**src/rtl/gouram_datatypes.sv**
```systemverilog
// Shared types for the gouram trace path: filter FSM states, kill-bit indices
// and the wrap-safe timestamp compare.
package gouram_datatypes;

  localparam int KILL_JUMP_DONE    = 0;
  localparam int KILL_BRANCH_TAKEN = 1;

  typedef enum logic [1:0] {
    FWF_IDLE,
    FWF_WAIT_WIN,
    FWF_DECIDE,
    FWF_OUTPUT
  } fwf_state_t;

  // True when a is strictly later than b on a w-bit wrapping time line.
  function automatic logic ts_after(input logic [63:0] a, input logic [63:0] b,
                                    input int unsigned w);
    logic [63:0] d;
    logic [63:0] m;
    m = (w >= 64) ? '1 : ((64'd1 << w) - 64'd1);
    d = (a - b) & m;
    return (d != 64'd0) && !(1'(d >> (w - 1)));
  endfunction

endpackage

```
**src/rtl/decode_window_recorder.sv**
```systemverilog
// Records decode windows (start, end, accumulated kill mask) into a circular
// FIFO that overwrites its oldest entry when full.
module decode_window_recorder #(
  parameter int TS_WIDTH      = 32,
  parameter int KILL_SOURCES  = 2,
  parameter int HISTORY_DEPTH = 16
) (
  input  logic                    clk,
  input  logic                    rst,
  input  logic [TS_WIDTH-1:0]     counter,
  input  logic                    is_decoding,
  input  logic [KILL_SOURCES-1:0] kill_i,
  input  logic                    pop,
  output logic [TS_WIDTH-1:0]     head_start,
  output logic [TS_WIDTH-1:0]     head_end,
  output logic [KILL_SOURCES-1:0] head_mask,
  output logic                    empty,
  output logic                    overflow
);

  localparam int AW = $clog2(HISTORY_DEPTH);

  typedef struct packed {
    logic [TS_WIDTH-1:0]     start;
    logic [TS_WIDTH-1:0]     stop;
    logic [KILL_SOURCES-1:0] mask;
  } win_t;

  win_t                    mem [HISTORY_DEPTH];
  logic [AW-1:0]           rd_ptr, wr_ptr;
  logic [AW:0]             count;
  logic                    dec_q, open;
  logic [TS_WIDTH-1:0]     cur_start;
  logic [KILL_SOURCES-1:0] cur_mask;
  logic                    push, full, do_pop;

  // open guards against a bogus push when a window was already in flight at
  // reset release (dec_q resets high, so no rise is ever seen for it).
  assign push   = dec_q && !is_decoding && open;
  assign full   = (count == (AW+1)'(HISTORY_DEPTH));
  assign empty  = (count == '0);
  assign do_pop = pop && !empty;

  assign head_start = mem[rd_ptr].start;
  assign head_end   = mem[rd_ptr].stop;
  assign head_mask  = mem[rd_ptr].mask;

  always_ff @(posedge clk) begin
    if (push)
      mem[wr_ptr] <= '{start: cur_start,
                       stop:  counter - TS_WIDTH'(1),
                       mask:  cur_mask | kill_i};
  end

  always_ff @(posedge clk) begin
    if (rst) begin
      dec_q     <= 1'b1;
      open      <= 1'b0;
      cur_start <= '0;
      cur_mask  <= '0;
      rd_ptr    <= '0;
      wr_ptr    <= '0;
      count     <= '0;
      overflow  <= 1'b0;
    end else begin
      dec_q <= is_decoding;
      if (!dec_q && is_decoding) begin
        open      <= 1'b1;
        cur_start <= counter;
        cur_mask  <= kill_i;
      end else if (dec_q && is_decoding) begin
        cur_mask <= cur_mask | kill_i;
      end else if (push) begin
        open <= 1'b0;
      end

      if (push)
        wr_ptr <= wr_ptr + AW'(1);
      // A push into a full FIFO without a pop drags the read side along.
      if (do_pop || (push && full))
        rd_ptr <= rd_ptr + AW'(1);
      if (push && full && !do_pop)
        overflow <= 1'b1;

      if (push && !do_pop && !full)
        count <= count + (AW+1)'(1);
      else if (do_pop && !push)
        count <= count - (AW+1)'(1);
    end
  end

endmodule

```
**src/rtl/flush_window_filter.sv**
```systemverilog
// Pairs each trace element with the next decode window and drops it if that
// window saw a kill. Optional counters: define GOURAM_FILTER_STATS_EN.
module flush_window_filter
  import gouram_datatypes::*;
#(
  parameter int DATA_WIDTH    = 32,
  parameter int TS_WIDTH      = 32,
  parameter int KILL_SOURCES  = 2,
  parameter int HISTORY_DEPTH = 16
) (
  input  logic                    clk,
  input  logic                    rst,
  input  logic [TS_WIDTH-1:0]     counter,
  input  logic                    in_valid,
  output logic                    in_ready,
  input  logic [DATA_WIDTH-1:0]   in_data,
  input  logic [TS_WIDTH-1:0]     in_if_end,
  input  logic                    is_decoding,
  input  logic [KILL_SOURCES-1:0] kill_i,
  output logic                    out_valid,
  input  logic                    out_ready,
  output logic [DATA_WIDTH-1:0]   out_data,
  output logic [TS_WIDTH-1:0]     out_if_end,
  output logic [TS_WIDTH-1:0]     out_dec_start,
  output logic [TS_WIDTH-1:0]     out_dec_end,
  output logic                    drop_pulse,
  output logic [KILL_SOURCES-1:0] drop_mask,
  output logic                    window_overflow
`ifdef GOURAM_FILTER_STATS_EN
  ,
  output logic [31:0]             pass_count,
  output logic [31:0]             drop_count
`endif
);

  fwf_state_t              state;
  logic [DATA_WIDTH-1:0]   data_q;
  logic [TS_WIDTH-1:0]     if_end_q, win_start, win_end;
  logic [KILL_SOURCES-1:0] win_mask;
  logic [TS_WIDTH-1:0]     head_start, head_end;
  logic [KILL_SOURCES-1:0] head_mask;
  logic                    empty, pop, head_fresh;

  assign pop        = (state == FWF_WAIT_WIN) && !empty;
  assign head_fresh = ts_after(64'(head_start), 64'(if_end_q), TS_WIDTH);

  decode_window_recorder #(
    .TS_WIDTH      (TS_WIDTH),
    .KILL_SOURCES  (KILL_SOURCES),
    .HISTORY_DEPTH (HISTORY_DEPTH)
  ) u_rec (
    .clk         (clk),
    .rst         (rst),
    .counter     (counter),
    .is_decoding (is_decoding),
    .kill_i      (kill_i),
    .pop         (pop),
    .head_start  (head_start),
    .head_end    (head_end),
    .head_mask   (head_mask),
    .empty       (empty),
    .overflow    (window_overflow)
  );

  // in_ready/out_valid track the next state so they stay pure state decodes.
  always_ff @(posedge clk) begin
    if (rst) begin
      state         <= FWF_IDLE;
      in_ready      <= 1'b0;
      out_valid     <= 1'b0;
      data_q        <= '0;
      if_end_q      <= '0;
      win_start     <= '0;
      win_end       <= '0;
      win_mask      <= '0;
      out_data      <= '0;
      out_if_end    <= '0;
      out_dec_start <= '0;
      out_dec_end   <= '0;
      drop_pulse    <= 1'b0;
      drop_mask     <= '0;
    end else begin
      drop_pulse <= 1'b0;
      case (state)
        FWF_IDLE: begin
          if (in_valid && in_ready) begin
            data_q   <= in_data;
            if_end_q <= in_if_end;
            in_ready <= 1'b0;
            state    <= FWF_WAIT_WIN;
          end else begin
            in_ready <= 1'b1;
          end
        end
        FWF_WAIT_WIN: begin
          // Stale heads are popped by the pop decode and we simply stay here.
          if (!empty && head_fresh) begin
            win_start <= head_start;
            win_end   <= head_end;
            win_mask  <= head_mask;
            state     <= FWF_DECIDE;
          end
        end
        FWF_DECIDE: begin
          if (win_mask != '0) begin
            drop_pulse <= 1'b1;
            drop_mask  <= win_mask;
            in_ready   <= 1'b1;
            state      <= FWF_IDLE;
          end else begin
            out_valid     <= 1'b1;
            out_data      <= data_q;
            out_if_end    <= if_end_q;
            out_dec_start <= win_start;
            out_dec_end   <= win_end;
            state         <= FWF_OUTPUT;
          end
        end
        FWF_OUTPUT: begin
          if (out_ready) begin
            out_valid <= 1'b0;
            in_ready  <= 1'b1;
            state     <= FWF_IDLE;
          end
        end
        default: state <= FWF_IDLE;
      endcase
    end
  end

`ifdef GOURAM_FILTER_STATS_EN
  always_ff @(posedge clk) begin
    if (rst) begin
      pass_count <= '0;
      drop_count <= '0;
    end else begin
      if (out_valid && out_ready && (pass_count != '1))
        pass_count <= pass_count + 32'd1;
      if (drop_pulse && (drop_count != '1))
        drop_count <= drop_count + 32'd1;
    end
  end
`endif

endmodule
```
**config.mk**
```make
export PLATFORM = sky130hd
export DESIGN_NAME = flush_window_filter
export DESIGN_NICKNAME = d
export VERILOG_FILES = /design/src/rtl/gouram_datatypes.sv /design/src/rtl/decode_window_recorder.sv /design/src/rtl/flush_window_filter.sv
export SDC_FILE = /design/constraint.sdc
export NUM_CORES = 1
export LEC_CHECK = 0
export ABC_AREA = 1
export BUFFER_PORTS_ARGS = -buffer_cell sky130_fd_sc_hd__buf_4
export CELL_PAD_IN_SITES_DETAIL_PLACEMENT = 0
export CELL_PAD_IN_SITES_GLOBAL_PLACEMENT = 1
export CORE_ASPECT_RATIO = 0.6
export CORE_MARGIN = 2
export CORE_UTILIZATION = 50
export CTS_BUF_LIST = sky130_fd_sc_hd__clkbuf_8
export DETAILED_ROUTE_END_ITERATION = 16
export HOLD_SLACK_MARGIN = 0.1
export PLACE_DENSITY = 0.76
export SKIP_CTS_REPAIR_TIMING = 1
export SYNTH_ARGS = -nofsm -noshare
export SYNTH_HDL_FRONTEND = slang
export SYNTH_SLANG_ARGS = --single-unit
export TNS_END_PERCENT = 10
```
**constraint.sdc**
```tcl
create_clock -name clk -period 7 [get_ports clk]
set_input_delay 2.1 -clock clk [delete_from_list [all_inputs] [get_ports clk]]
set_output_delay 2.1 -clock clk [all_outputs]
set_load 0.02 [all_outputs]
```
==> key figures <==
GRT
  – Pin count of the biggest net entering global routing: between 100 and 150
  – Number of global-route vias before repair: 35200
  – Grt ovf: 0
  – First-pass GRT wire length: 227000 um
  – Aggregate global-route resource usage: 0.263
  – Initial antenna violation count: 2

Power
  – Part of the power in the clock network: 0.265
  – Sequential share of power: 0.424
  – VDD IR-drop max: 0.257 mV
  – Gate power share: 0.311
  – Switching power: approximately 8.2 mW
  – LEAKAGE: around 23 nW
  – Sw Share: 0.364
  – Pint: 14.4 mW
  – PD cells: 357 mW/mm2

Detailed routing
  – DRT iter0 DRCs: approximately 4100
  – Final ANT Viol Nets: 0
  – Final WL: around 150000 um
  – DRC viols: 0
  – 1st-pass router iterations: 6
  – Via count: 37800
  – Routed WL per cell: 22.7 um
  – Vias per inst: 5.59

CTS
  – Maximum clock path buffer count: 3
  – CTS sink count: 1375
  – Worst skew pair latency: 0.93 ns
  – Root buffer cell: clkbuf_8
  – CTS tree: built
  – CTS clock-pin slew for the worst setup and hold paths: 0.06 ns
  – CTS buffer count: about 200
  – Htree depth: 4

Placement
  – Dpl hpwl: 87400 um
  – Port bufs: 236
  – GP Congestion: 0.940
  – Setup WS pre-CTS: 1.28 ns

STA
  – Period Utilization, post-route: 0.797
  – Setup_tns: 0 ns
  – Setup ws final: 1.42 ns
  – Final setup fails: 0
  – Final slew viol count: 0
  – RSZ-0062 raised after global routing: false
  – Slew @ Worst Pin: 1.26 ns
  – Fmax: ~0.18 GHz
  – Max transition margin: 0.160
  – Clock skew: 0.0411 ns
  – Fin crit period: between 5 and 6 ns
  – Hold Vio Cnt, Final: 0

Flow run
  – Max-cap viol count: 0

Yosys
  – Yosys cell types: between 40 and 50
  – Synth top area share: 0.564
  – Most instantiated library cell after synthesis: edfxtp_1
  – Main synth FF type: edfxtp_1
  – Sequential-to-total area share from yosys stat: 0.678
  – Synth Net Count: 5022
  – Top cells by area, synth: edfxtp_1 (56%), dfxtp_1 (11%), o21ai_0 (6.2%)
  – Yosys warns: 0
  – Syn avg cell area: 11.5 um2
  – Commonest cells post-synth: edfxtp_1 (1056), o21ai_0 (700), inv_1 (452)
  – Leading area contributor after synthesis: edfxtp_1
  – Post-synth EDFFs: approximately 1100
  – Cell Area, Synth: 0.0562 mm2
  – Synth async-reset ratio: 0
  – Seq cells post-synth: 1375
  – Cell count after synthesis: 4877

Floorplanning
  – FP Rows: 95
  – Die area: 0.115 mm2
  – Die width: 437 um
  – IO Count: 237
  – Initial Utilization: 0.503
  – Die Span Y: 264 um
  – Core Area: 0.112 mm2

Critical path
  – Critical path depth: 21
  – Crit-path slowest cell: dfxtp_4
  – CP bufs+invs: 2
  – Reg2Reg Depth: 21
  – Top Family by Delay on Critical Path: simple AND/OR/NAND/NOR gates
  – Setup crit end kind: flop
  – CP most frequent cell: nand2_1
  – Startpoint Class: flop
  – Required time of the critical path: 7.84 ns
  – Crit-path max FO: 103
  – Kind of critical path: reg2reg
  – CP cell instances: buf_12 -> mux2i_1 -> o21ai_0 -> o211ai_1 -> nand2_1 -> ha_1 -> nand2_1 -> nor2_1 -> nand3_1 -> nand3_1 -> nand2_1 -> nand2_1 -> nor2_1 -> nand3_1 -> nor2_1 -> nand2_1 -> nor2_1 -> nand2_2 -> buf_4 -> nand4_1 -> a21oi_1
  – Critical Path Max Stage Delay: 0.84 ns
  – WP data arrival: roughly 6.4 ns

Cells and area
  – Nets: between 5000 and 6000
  – Layout cells sized above 1: 0.120
  – Fillers: 9458
  – Synth-to-Final Area Change: 12.7%

Hold path
  – Hold depth: 2
  – Worst hold path class: reg2reg

Run status
  – Status: finished clean
## kinds of logic (layout without fill, tap and decap cells)
kind of cell / Yosys count / count (layout) / share of synthesized area
other: 0 / 2 / 0
AO/OA/AOI/OAI: 1361 / 1361 / 0.131
adder cells (fa/ha/maj): 42 / 42 / 0.00961
multiplexers: 260 / 260 / 0.0463
buffers and inverters: 765 / 1146 / 0.0533
AND/OR/NAND/NOR: 1043 / 1043 / 0.0776
XOR/XNOR: 31 / 31 / 0.00483
flip-flops: 1375 / 1375 / 0.678
## state kept, by name, indices dropped and copies added, names as in the netlist, 4 cells and up, named ones only
name / flops
data_q: 32
if_end_q: 32
u_rec.cur_start: 32
win_start: 32
out_dec_end: 32
u_rec.count: 5
u_rec.wr_ptr: 4
out_if_end: 32
out_data: 32
out_dec_start: 32
u_rec.mem: 1056
win_end: 32
u_rec.rd_ptr: 4
## layout by cell type (no fill, tap or decap), types with 3 or more instances in the layout
cell	Yosys	layout
a21oi_1	443	443
a21oi_2	10	10
buf_12	0	27
buf_4	1	288
bufinv_16	0	6
clkbuf_8	0	198
clkinv_1	3	51
clkinv_2	0	20
dfxtp_1	319	315
dfxtp_4	0	3
edfxtp_1	1056	1056
ha_1	40	40
inv_1	452	527
inv_2	13	13
inv_6	0	8
inv_8	0	3
mux2i_1	260	260
nand2_1	400	400
nand2_2	13	13
nand3_1	90	90
nand3b_1	4	4
nand4_1	72	72
nor2_1	422	403
nor2_2	6	6
nor2_4	1	20
nor3_1	18	17
nor3_2	4	5
nor4_1	5	5
o211ai_1	168	168
o21a_1	3	3
o21ai_0	700	700
o221ai_1	6	6
o22ai_1	23	23
or2_2	3	3
xnor2_1	10	9
xor2_1	21	20
## layout make-up
type / count / area [um2] / share of cell area
inverters: 468 / 1770 / 0.0280
flip-flops and latches: 1375 / 38100 / 0.601
well taps: 1503 / 1880 / 0.0297
clock buffers: 198 / 2730 / 0.0430
clock inverters: 165 / 885 / 0.0140
diodes: 2 / 5.00 / 0.0000790
multi-input cells: 2737 / 15300 / 0.241
repair buffers: 315 / 2700 / 0.0426
## final timing paths
path | endpoint | slack (ns) | start
worst max-delay path | win_end[8]$_SDFFE_PP0P_ | 1.42 | flop
worst min-delay path | u_rec.cur_mask[0]$_SDFFE_PP0P_ | 0.46 | u_rec.cur_mask[0]$_SDFFE_PP0P_
worst max register to register | win_end[8]$_SDFFE_PP0P_ | 1.42 | flop
worst min register to register | u_rec.cur_mask[0]$_SDFFE_PP0P_ | 0.46 | u_rec.cur_mask[0]$_SDFFE_PP0P_
## power by group through the flow
| stage | Clock (mW) | Combinational [mW] | Sequential, mW |
|---|---|---|---|
| after floorplan | 0 | 4.41 | 10.0 |
| after global placement | 0 | 6.90 | 9.76 |
| after detailed placement | 0 | 6.92 | 9.76 |
| after CTS | 6.11 | 6.95 | 9.60 |
| after global routing | 6.46 | 7.75 | 9.65 |
| final | 5.99 | 7.04 | 9.60 |
## routing by layer
layer,vias to the layer above,global-route usage,wire length [um]
met5,-,0,0
met4,0,0.0783,3330
met3,219,0.0598,13300
met2,1408,0.375,65400
met1,18400,0.400,71700
li1,17800,-,-
## stage by stage
stage / area (um2) / hold slack (ns) / utilization / std cells / total power, mW
after floorplan: 56200 / 0.430 / - / 4877 / 14.4
after global placement: 59800 / 0.446 / 0.535 / 6398 / 16.7
after detailed placement: 59800 / 0.451 / 0.535 / 6398 / 16.7
after CTS: 63400 / 0.460 / 0.567 / 6761 / 22.7
after global routing: 63400 / 0.468 / 0.567 / 6763 / 23.9
final: 63400 / 0.461 / 0.567 / 6763 / 22.6
## tightest hold or removal path: stages, from the launching register on
cell,delay (ns)
dfxtp_1,0.30
nand2_1,0.06
a21oi_1,0.05
(Power assumes the default switching activity.)
